$ cat src/rtl/uart_tx_arbiter_if.sv
// Requester-side bus of the UART transmit arbiter: per-requester byte
// handshake plus the grant/lock status the arbiter reports back.
interface uart_tx_arbiter_if #(
  parameter int NREQ = 4
);
  logic [NREQ-1:0]   req_valid;
  logic [8*NREQ-1:0] req_data;
  logic [NREQ-1:0]   req_last;
  logic [NREQ-1:0]   req_ack;
  logic [NREQ-1:0]   grant;
  logic              locked;
  logic              lock_drop;

  // Producers drive bytes and observe acks/grant.
  modport master (
    output req_valid, req_data, req_last,
    input  req_ack, grant, locked, lock_drop
  );

  // The arbiter consumes bytes and reports ownership.
  modport slave (
    input  req_valid, req_data, req_last,
    output req_ack, grant, locked, lock_drop
  );
endinterface

$ cat src/rtl/uart_tx_arbiter.sv
// Round-robin sharing of one buart transmit channel between NREQ byte
// producers. One byte per grant; a byte with req_last=0 locks the channel
// to its owner until a req_last=1 byte or an idle timeout releases it.
module uart_tx_arbiter #(
  parameter int NREQ         = 4,
  parameter int GUARD        = 1,
  parameter int LOCK_TIMEOUT = 1023
) (
  input  logic               clk,
  input  logic               reset,
  uart_tx_arbiter_if.slave   bus,
  output logic               uart_wr,
  output logic [7:0]         uart_data,
  input  logic               uart_busy
);

  localparam int PW = (NREQ > 1) ? $clog2(NREQ) : 1;

  typedef enum logic [1:0] {
    S_IDLE   = 2'd0,
    S_SEND   = 2'd1,
    S_STROBE = 2'd2,
    S_GUARD  = 2'd3
  } state_t;

  state_t            state_r, state_s;
  logic [PW-1:0]     ptr_r, ptr_s;
  logic              locked_r, locked_s;
  logic              last_r, last_s;
  logic [3:0]        guard_r, guard_s;
  logic [15:0]       tmo_r, tmo_s;
  logic [NREQ-1:0]   req_ack_r, req_ack_s;
  logic [NREQ-1:0]   grant_r, grant_s;
  logic              lock_drop_r, lock_drop_s;
  logic              uart_wr_r, uart_wr_s;
  logic [7:0]        uart_data_r, uart_data_s;

  logic              found_s;
  logic [PW-1:0]     pick_s;
  logic [PW-1:0]     cand_s;

  function automatic logic [NREQ-1:0] onehot_f(input logic [PW-1:0] idx);
    logic [NREQ-1:0] v;
    v      = {NREQ{1'b0}};
    v[idx] = 1'b1;
    return v;
  endfunction

  // Pick the eligible requester: the lock owner only, or the first valid one after the pointer.
  always_comb begin
    found_s = 1'b0;
    pick_s  = ptr_r;
    cand_s  = ptr_r;
    if (locked_r) begin
      found_s = bus.req_valid[ptr_r];
      pick_s  = ptr_r;
    end else begin
      for (int k = 1; k <= NREQ; k++) begin
        cand_s = PW'((int'(ptr_r) + k) % NREQ);
        if (!found_s && bus.req_valid[cand_s]) begin
          found_s = 1'b1;
          pick_s  = cand_s;
        end else begin
          found_s = found_s;
        end
      end
    end
  end

  // Next-state and next-output logic of the transmit FSM.
  always_comb begin
    state_s     = state_r;
    ptr_s       = ptr_r;
    locked_s    = locked_r;
    last_s      = last_r;
    guard_s     = guard_r;
    tmo_s       = tmo_r;
    req_ack_s   = {NREQ{1'b0}};
    grant_s     = grant_r;
    lock_drop_s = 1'b0;
    uart_wr_s   = 1'b0;
    uart_data_s = uart_data_r;
    case (state_r)
      S_IDLE: begin
        if (found_s) begin
          uart_data_s = bus.req_data[{pick_s, 3'b000} +: 8];
          last_s      = bus.req_last[pick_s];
          req_ack_s   = onehot_f(pick_s);
          grant_s     = onehot_f(pick_s);
          ptr_s       = pick_s;
          tmo_s       = 16'd0;
          state_s     = S_SEND;
        end else if (locked_r) begin
          // Owner is idle while holding the lock: count towards forced release.
          if (tmo_r == 16'(LOCK_TIMEOUT - 1)) begin
            locked_s    = 1'b0;
            lock_drop_s = 1'b1;
            grant_s     = {NREQ{1'b0}};
            tmo_s       = 16'd0;
          end else begin
            tmo_s = tmo_r + 16'd1;
          end
        end else begin
          grant_s = {NREQ{1'b0}};
        end
      end
      S_SEND: begin
        if (!uart_busy) begin
          uart_wr_s = 1'b1;
          state_s   = S_STROBE;
        end else begin
          state_s = S_SEND;
        end
      end
      S_STROBE: begin
        locked_s = !last_r;
        if (GUARD == 0) begin
          state_s = S_IDLE;
        end else begin
          guard_s = 4'(GUARD);
          state_s = S_GUARD;
        end
      end
      S_GUARD: begin
        guard_s = guard_r - 4'd1;
        if (guard_r == 4'd1) begin
          state_s = S_IDLE;
        end else begin
          state_s = S_GUARD;
        end
      end
      default: begin
        state_s = S_IDLE;
      end
    endcase
  end

  // State and registered outputs; reset aborts any byte in progress.
  always_ff @(posedge clk) begin
    if (reset) begin
      state_r     <= S_IDLE;
      ptr_r       <= PW'(NREQ - 1);
      locked_r    <= 1'b0;
      last_r      <= 1'b0;
      guard_r     <= 4'd0;
      tmo_r       <= 16'd0;
      req_ack_r   <= {NREQ{1'b0}};
      grant_r     <= {NREQ{1'b0}};
      lock_drop_r <= 1'b0;
      uart_wr_r   <= 1'b0;
      uart_data_r <= 8'd0;
    end else begin
      state_r     <= state_s;
      ptr_r       <= ptr_s;
      locked_r    <= locked_s;
      last_r      <= last_s;
      guard_r     <= guard_s;
      tmo_r       <= tmo_s;
      req_ack_r   <= req_ack_s;
      grant_r     <= grant_s;
      lock_drop_r <= lock_drop_s;
      uart_wr_r   <= uart_wr_s;
      uart_data_r <= uart_data_s;
    end
  end

  assign bus.req_ack   = req_ack_r;
  assign bus.grant     = grant_r;
  assign bus.locked    = locked_r;
  assign bus.lock_drop = lock_drop_r;
  assign uart_wr       = uart_wr_r;
  assign uart_data     = uart_data_r;

endmodule

$ cat src/flat_wrapper.sv
// flat-port wrapper written by rule: the top's interface ports become plain ports
module uart_tx_arbiter_flat 
#(
  parameter int NREQ         = 4,
  parameter int GUARD        = 1,
  parameter int LOCK_TIMEOUT = 1023
)
  (clk, reset, uart_wr, uart_data, uart_busy, bus_req_valid, bus_req_data, bus_req_last, bus_req_ack, bus_grant, bus_locked, bus_lock_drop);
  uart_tx_arbiter_if #(.NREQ(NREQ)) bus_i ();
  input  logic clk;
  input  logic reset;
  output logic uart_wr;
  output logic [7:0] uart_data;
  input  logic uart_busy;
  input wire logic [$bits(bus_i.req_valid)-1:0] bus_req_valid;
  input wire logic [$bits(bus_i.req_data)-1:0] bus_req_data;
  input wire logic [$bits(bus_i.req_last)-1:0] bus_req_last;
  output wire logic [$bits(bus_i.req_ack)-1:0] bus_req_ack;
  output wire logic [$bits(bus_i.grant)-1:0] bus_grant;
  output wire logic [$bits(bus_i.locked)-1:0] bus_locked;
  output wire logic [$bits(bus_i.lock_drop)-1:0] bus_lock_drop;
  assign bus_i.req_valid = bus_req_valid;
  assign bus_i.req_data = bus_req_data;
  assign bus_i.req_last = bus_req_last;
  assign bus_req_ack = bus_i.req_ack;
  assign bus_grant = bus_i.grant;
  assign bus_locked = bus_i.locked;
  assign bus_lock_drop = bus_i.lock_drop;
  uart_tx_arbiter #(.NREQ(NREQ), .GUARD(GUARD), .LOCK_TIMEOUT(LOCK_TIMEOUT)) u_core (.clk(clk), .reset(reset), .bus(bus_i), .uart_wr(uart_wr), .uart_data(uart_data), .uart_busy(uart_busy));
endmodule
$ cat config.mk
export PLATFORM = sky130hd
export DESIGN_NAME = uart_tx_arbiter_flat
export DESIGN_NICKNAME = d
export VERILOG_FILES = /design/src/rtl/uart_tx_arbiter_if.sv /design/src/rtl/uart_tx_arbiter.sv /design/src/flat_wrapper.sv
export SDC_FILE = /design/constraint.sdc
export NUM_CORES = 1
export LEC_CHECK = 0
export BUFFER_PORTS_ARGS = -buffer_cell sky130_fd_sc_hd__buf_2
export CAP_MARGIN = 20
export CORE_AREA = 2 2 65 98
export CTS_CLUSTER_DIAMETER = 80
export DETAILED_ROUTE_END_ITERATION = 6
export DIE_AREA = 0 0 67 100
export PLACE_DENSITY_LB_ADDON = 0.1
export SYNTH_ARGS = -nofsm -noshare
export SYNTH_HDL_FRONTEND = slang
export SYNTH_SLANG_ARGS = --single-unit
$ cat constraint.sdc
create_clock -name clk -period 6.3 [get_ports clk]
set_input_delay 1.26 -clock clk [delete_from_list [all_inputs] [get_ports clk]]
set_output_delay 1.26 -clock clk [all_outputs]
set_load 0.05 [all_outputs]
**Word-level counts from Yosys, hierarchy flattened**

Cells that the tools add are included.
Widths: inputs -> output; s select.

- Input bits: 43
- Register bits after elaboration: 44
- Output and inout port bits: 19

- Reductions and logical operators: 19
- Bitwise gates (word level): 4
- Shifts and indexed selects: 1
- $lt $le $gt $ge: 7
- Add/subtract/negate cells: 6
- Muxes and demuxes: 44
- Eq/ne operators: 8

Operators by type and width:

| operator | number |
|---|---|
| $mux 16 | 3 |
| $shiftx 32x6->8 | 1 |
| $mux 1 | 20 |
| $lt 2x3->1 const B | 6 |
| $add 16x1->16 const B | 1 |
| $eq 16x10->1 const B | 1 |
| $mux 2 | 8 |
| $bmux 1 s2 | 6 |
| $mux 4 | 3 |
| $pmux 2 s4 | 1 |
| $pmux 4 s2 | 1 |
| $reduce_and 2->1 | 4 |
| $reduce_bool 2->1 | 3 |
| $add 2x1->2 const B | 2 |
| $add 2x2->2 const B | 2 |
| $eq 2x2->1 const B | 2 |
| $eq 4x1->1 const B | 1 |
| $logic_and 1x1->1 | 4 |
| $logic_not 1->1 | 4 |
| $not 1->1 | 4 |
| $reduce_or 4->1 | 1 |
| $sub 4x1->4 const B | 1 |
| $ne 3x3->1 const B | 1 |
| $reduce_or 3->1 | 1 |
| other kinds (8) | 8 |

**Longest topological paths before layout**

Gate-level depths: netlist of run 1.

- Depth after elaboration: 22
- Depth in mapped cells: 9
- Depth with buffers taken out: 8

**Least setup slack after synthesis of run 1**

Ideal clock, no wire load.

- Path kind: input port to flip-flop
- Start: input port bus_req_valid[0]
- End: register u_core.uart_data_r[2], in the netlist u_core.uart_data[2]
- Cell stages on the path: 8
- Data arrival time: 2.789 ns
- Path buffers: 2
- Slack: 3.444 ns
- Setup time: 0.067 ns
- Cell sequence: clkbuf_2 -> and3b_1 -> o211ai_1 -> o2111ai_1 -> o22ai_4 -> buf_6 -> mux2_2 -> o21ai_2

- Word-level cells in the longest chain between the ends: 17

Ends and longest elaborated chain:

| item | RTL line | text |
|---|---|---|
| from (decl) | flat_wrapper.sv:15 | `input wire logic [$bits(bus_i.req_valid)-1:0] bus_req_valid;` |
| $bmux 1 s2 | uart_tx_arbiter.sv:60 | `if (!found_s && bus.req_valid[cand_s]) begin` |
| $mux 1 (implied by the code) | uart_tx_arbiter.sv:60 |  |
| $mux 1 | uart_tx_arbiter.sv:60 |  |
| $mux 1 | uart_tx_arbiter.sv:54 | `if (locked_r) begin` |
| $logic_not 1->1 | uart_tx_arbiter.sv:60 |  |
| $logic_and 1x1->1 | uart_tx_arbiter.sv:60 |  |
| $mux 1 | uart_tx_arbiter.sv:60 |  |
| $mux 1 | uart_tx_arbiter.sv:54 |  |
| $logic_not 1->1 | uart_tx_arbiter.sv:60 |  |
| $logic_and 1x1->1 | uart_tx_arbiter.sv:60 |  |
| $mux 1 | uart_tx_arbiter.sv:60 |  |
| $mux 1 | uart_tx_arbiter.sv:54 |  |
| $logic_not 1->1 | uart_tx_arbiter.sv:60 |  |
| $logic_and 1x1->1 | uart_tx_arbiter.sv:60 |  |
| $mux 2 / $mux 1 (equally long branches) | uart_tx_arbiter.sv:60 |  |
| $mux 2 / $mux 1 (equally long branches) | uart_tx_arbiter.sv:54 |  |
| $shiftx 32x6->8 / $reduce_and 2->1 (equally long branches) | n/a |  |
| to (signal assigned) | uart_tx_arbiter.sv:163 | `uart_data_r <= uart_data_s;` |
| to (decl) | uart_tx_arbiter.sv:36 | `logic [7:0] uart_data_r, uart_data_s;` |

Several ways; a longest one is shown, not always the timed one. The select of a mux whose other input is x is not followed.
A chain may end at the register's enable or synchronous reset.

**Worst setup path after layout of run 1**

- Start: input port bus_req_valid[0]
- End: register u_core.uart_data_r[4], in the netlist u_core.uart_data[4]

Same word-level chain as after synthesis.

==> flow_summary.ini, run 1 <==
[detailed_routing]
drtAntennaViolNets = 0
vias_per_cell = 5.25
drt-initial-drc-count = 65
wl_per_cell_um = 13.2
drc = 0
wl_mm = 5.44
dr_total_vias = 2158
dr.pass1.iters = 5

[layout]
drive_gt1_frac = 0.285
area_growth_pct = 13.7
stdcell_area_um2 = 2890
nets = 383
diodes = 0
final_cell_mix = buf_2, dfxtp_1, nor2_1, nand2_1
mostFrequentLayoutCell = buf_2

[global_routing]
overflow = 0
grt_pass1_wl_mm = 9.38
grt_max_degree = 28
first_global_vias = 2134
gr-usage-met1 = 0.201
antenna_found_initial = 0
use_met3 = 0.0426
grt_usage = 0.178
grt-busiest-layer = met2
gr-usage-met2 = 0.321

[synth]
synth_ff_type = dfxtp_1
synth_top_cells_by_area = dfxtp_1, mux2i_1, xnor2_1
ys_async_sr_fraction = 0
yosysWarnings = 0
postSynthCellCount = 284
synth_area_um2 = 2540
synth_fp_nets = 331
synth_top_area_frac = 0.346
yosysTopAreaCell = dfxtp_1
ys_seq_area_frac = 0.346
ys_ff_latch = 44
avgSynthCellArea_um2 = 8.95
synth_cell_types = 60
synth_edf_count = 0

[sta]
tightest_slew_ns = 0.577
tns_ns = 0
final_hold_viol_count = 0
report.final.slew_viol_count = 0
max_freq_ghz = 0.362
min_period_ns = 2.76
relSlewSlack = 0.614
finalCritPeriodShare = 0.439
finalWorstSetupSlack_ns = 3.54
fin_hold_ws_ns = 0.454
setup_violations = 0
finClkSkew_ns = 0.00898
rsz0062_at_grt = false

[worst_setup_path]
critical_path_required_ns = 6.51
critical_path_class = in -> reg
cp-end-kind = flop
cp.arrival_ns = 2.98
cp_max_fo = 18
r2r_end = u_core.tmo_r[5]$_SDFFE_PP0P_
worstSetupStartpoint = bus_req_valid[0]
r2r-start = u_core.ptr_r[0]$_SDFFE_PP1P_
r2r_cells = 6
startpoint_type = input port
crit_end = u_core.uart_data[4]$_SDFFE_PP0P_
rrSetupSlack_ns = 4.11

[clock_network]
post_cts_buffers = 0
cts_root_buffer = clkbuf_8
cts_tree = yes
clk_pin_slew_ns = 0.07
cts-htree-levels = 2
cts_buffers = 5
clock_path_buffers = 2
post_cts_resize_count = 0
cts_hold_buf = 0
clock-sinks = 44
insertion_delay_ns = 0.30

[power_and_ir_drop]
p_comb_frac = 0.415
power_frac_clock = 0.221
power.density_nw_per_um2 = 328
switchingPower_uw = 370
swShare = 0.390
p_seq_frac = 0.364
leakagePower_nw = 1.16
internal_power_uw = 577
ir_drop_mv = 0.197

[placement]
place_congestion = 0.752
port_buffers = 61
detailed_place_hpwl_mm = 4.07
postPlaceCellArea_um2 = 2780
preCtsSetupSlack_ns = 3.20

[min_path]
hold_path_class = reg -> reg
min_path_cells = 2

[flow_run]
maxCapViolCount = 0

[status]
status = finished clean

[floorplan]
start_util = 0.427
die_w_um = 67
coreArea_um2 = 5960
dieArea_um2 = 6700
pin_count = 62
die_h_um = 100
rows = 35
-- final cells by class --
type	instances	area [um^2]
multi-input combinational	212	1460
inverter	11	41.3
sequential	44	881
clock buffer	6	72.6
tap	74	92.6
clock inverter	2	35.0
timing repair buffer	62	313
fill	628	3060
-- how the worst min path moves through the flow --
| stage | from | endpoint | slack, ns |
|---|---|---|---|
| 6_report | u_core.uart_data[6]$_SDFFE_PP0P_ | u_core.uart_data[6]$_SDFFE_PP0P_ | 0.45 |
| 5_1_grt | u_core.uart_data[5]$_SDFFE_PP0P_ | u_core.uart_data[5]$_SDFFE_PP0P_ | 0.48 |
| 4_1_cts | u_core.uart_data[6]$_SDFFE_PP0P_ | u_core.uart_data[6]$_SDFFE_PP0P_ | 0.46 |
| 3_5_place_dp | u_core.bus.grant[3]$_SDFFE_PP0P_ | u_core.bus.grant[3]$_SDFFE_PP0P_ | 0.45 |
| 3_3_place_gp | u_core.bus.grant[3]$_SDFFE_PP0P_ | u_core.bus.grant[3]$_SDFFE_PP0P_ | 0.44 |
| 2_1_floorplan | u_core.last_r$_SDFFE_PP0P_ | u_core.last_r$_SDFFE_PP0P_ | 0.45 |
-- cells by family (layout without fill, tap and decap cells) --
family | Yosys count | after routing | synth area share
AND/OR/NAND/NOR | 106 | 106 | 0.215
AO/OA/AOI/OAI | 62 | 62 | 0.176
flip-flops | 44 | 44 | 0.346
multiplexers | 28 | 28 | 0.121
buffers and inverters | 28 | 81 | 0.0807
XOR/XNOR | 12 | 12 | 0.0413
adder cells (fa/ha/maj) | 4 | 4 | 0.0197
-- flip-flops by register name, indices dropped and copies added, names as in the netlist, 2 cells and up --
signal / flops
u_core.ptr_r: 2
u_core.tmo_r: 16
u_core.state_r: 2
u_core.guard_r: 4
u_core.bus.grant: 4
u_core.uart_data: 8
u_core.bus.req_ack: 4
-- worst max-delay path: stages --
cell,delay [ns]
buf_2,0.15
and3b_1,0.19
o211ai_1,0.17
o2111ai_1,0.19
o22ai_4,0.48
mux2_2,0.39
o21ai_0,0.13
-- synth_stat cells, drive strengths merged, types with 4 or more instances --
cell type / instances
xnor2: 12
or3: 4
nand2: 23
ha: 4
o211ai: 6
nand2b: 6
o21ai: 18
mux2i: 18
nand3: 19
dfxtp: 44
buf: 11
nor3: 8
a21boi: 5
a21oi: 14
clkbuf: 6
mux2: 9
inv: 11
nor2: 25
-- per-layer routing --
metal,vias to the layer above,part of all wire
met5,-,0
met4,0,0.010
met3,5,0.046
met2,45,0.53
met1,999,0.42
li1,1109,-
-- metrics by stage --
step / instances / total power, mW / utilization
after detailed placement: 403 / 0.750 / 0.467
after floorplan: 284 / 0.708 / -
after global routing: 411 / 1.01 / 0.486
final: 411 / 0.947 / 0.486
after global placement: 403 / 0.747 / 0.467
after CTS: 411 / 0.963 / 0.486
-- power groups by stage --
| stage | combinational, mW | sequential [mW] | clock, mW |
|---|---|---|---|
| 2_1_floorplan | 0.274 | 0.433 | 0 |
| 3_5_place_dp | 0.399 | 0.351 | 0 |
| 3_3_place_gp | 0.397 | 0.351 | 0 |
| 4_1_cts | 0.400 | 0.345 | 0.217 |
| 6_report | 0.393 | 0.345 | 0.209 |
| 5_1_grt | 0.429 | 0.350 | 0.228 |
No activity file was read; power rests on OpenSTA's default activity.
==> run 2, diff against run 1 <==
- clock period: 6.3 -> 2.4 ns (I/O delays scaled with it)
==> run 2 against run 1 <==
Critical path depth unchanged. Worst hold slack improved by 0.00087 ns. Sequential share of layout area decreased by 0.92 points. Sequential power increased to 2.6 times the previous value. Final cell count increased by 3.4%.
==> flow_summary.ini, run 2 (synthesis results as in run 1) <==
[worst_setup_path]
cp.arrival_ns = 2.25
critical_path_class = reg -> reg
max_stage_delay_ns = 0.50
cp_cell_sequence = buf_4 > nor4_1 > a41oi_2 > o2111ai_1 > a21boi_0 > xnor2_1 > nor2_1
startpoint_type = flop
critical_path_required_ns = 2.60
cp_max_fo = 7
cp-end-kind = flop
path_buf_inv = 1
critPathSlowestCell = o2111ai_1
cp_top_family = compound AO/OA/AOI/OAI gates

[placement]
port_buffers = 61
preCtsSetupSlack_ns = 0.117
detailed_place_hpwl_mm = 4.27
dp.cells = 417
place_congestion = 0.742
postPlaceCellArea_um2 = 2890

[floorplan]
rows = 35
start_util = 0.427
coreArea_um2 = 5960
die_h_um = 100
dieArea_um2 = 6700
die_w_um = 67
pin_count = 62

[power_and_ir_drop]
p_seq_frac = 0.359
leakagePower_nw = 1.23
internal_power_mw = 1.49
switchingPower_uw = 993
ir_drop_mv = 0.423
power.density_nw_per_um2 = 833
power.total_mw = 2.48
p_comb_frac = 0.448
swShare = 0.400
power_frac_clock = 0.193

[sta]
tns_ns = 0
min_period_ns = 2.05
max_freq_ghz = 0.488
report.final.slew_viol_count = 0
final_hold_viol_count = 0
finalCritPeriodShare = 0.855
fin_hold_ws_ns = 0.454
setup_violations = 0
relSlewSlack = 0.639
finalWorstSetupSlack_ns = 0.349
finClkSkew_ns = 0.00413
rsz0062_at_grt = false
tightest_slew_ns = 0.541

[layout]
regArea_um2 = 881
mostFrequentLayoutCell = buf_2
final_util = 0.501
nets = 397
finalNonFillerCells = 425
regMostFlops = u_core.tmo_r
diodes = 0
final_cell_mix = buf_2, dfxtp_1, nor2_1, nand2_1
drive_gt1_frac = 0.316
stdcell_area_um2 = 2980
multi_input_area_um2 = 1460
area_growth_pct = 17.3
largest_reg_flops = 16
fillers = 622

[clock_network]
insertion_delay_ns = 0.30
post_cts_resize_count = 0
clk_pin_slew_ns = 0.08
clock_path_buffers = 2
clock-sinks = 44
post_cts_buffers = 0
cts_tree = yes
cts_hold_buf = 0
cts_root_buffer = clkbuf_8
cts_buffers = 5
cts-htree-levels = 2

[global_routing]
first_global_vias = 2186
grt_usage = 0.186
grt_max_degree = 20
antenna_found_initial = 0
grt_pass1_wl_mm = 9.86
overflow = 0

[detailed_routing]
vias_per_cell = 5.16
drt-initial-drc-count = 37
wl_per_cell_um = 13.1
wl_mm = 5.58
drtAntennaViolNets = 0
dr.pass1.iters = 4
dr_total_vias = 2195
drc = 0

[flow_run]
maxCapViolCount = 0

[min_path]
hold_path_class = reg -> reg

[status]
status = finished clean
run 2: changes by cell type in the layout (fill, tap and decap cells not counted):
cell,delta
clkbuf_8,+1
clkinv_2,+1
bufinv_16,-1
buf_4,+14
clkbuf_1,-1
run 2: area by class of cell:
cell class / instances / share of cell area
multi-input combinational: 212 / 0.488
sequential: 44 / 0.295
timing repair buffer: 76 / 0.140
tap: 74 / 0.0311
clock buffer: 6 / 0.0277
inverter: 11 / 0.0138
clock inverter: 2 / 0.00336
run 2: final timing paths:
path                                    startpoint                               end  slack (ns)  depth (start not counted)
setup / recovery      u_core.ptr_r[0]$_SDFFE_PP1P_     u_core.tmo_r[10]$_SDFFE_PP0P_        0.35                          7
hold / removal    u_core.uart_data[6]$_SDFFE_PP0P_  u_core.uart_data[6]$_SDFFE_PP0P_        0.45                          2
setup reg to reg      u_core.ptr_r[0]$_SDFFE_PP1P_     u_core.tmo_r[10]$_SDFFE_PP0P_        0.35                          7
hold reg to reg   u_core.uart_data[6]$_SDFFE_PP0P_  u_core.uart_data[6]$_SDFFE_PP0P_        0.45                          2
run 2: metal layers:
metal	part of all wire	track usage	vias up
met5	0	0	-
met4	0.016	0.0691	0
met3	0.034	0.0348	7
met2	0.53	0.341	42
met1	0.42	0.204	1002
li1	-	-	1144
run 2: power groups by stage:
stage	Combinational, mW	Clock [mW]	Sequential [mW]
detailed placement	1.13	0	0.905
global route	1.22	0.526	0.903
floorplan	0.720	0	1.14
finish	1.11	0.479	0.891
global placement	1.12	0	0.905
CTS	1.13	0.501	0.891
run 2: worst min-delay path: stages (launching register included):
cell and delay [ns]:
dfxtp_1 0.31, nand3_1 0.05, o21ai_1 0.05
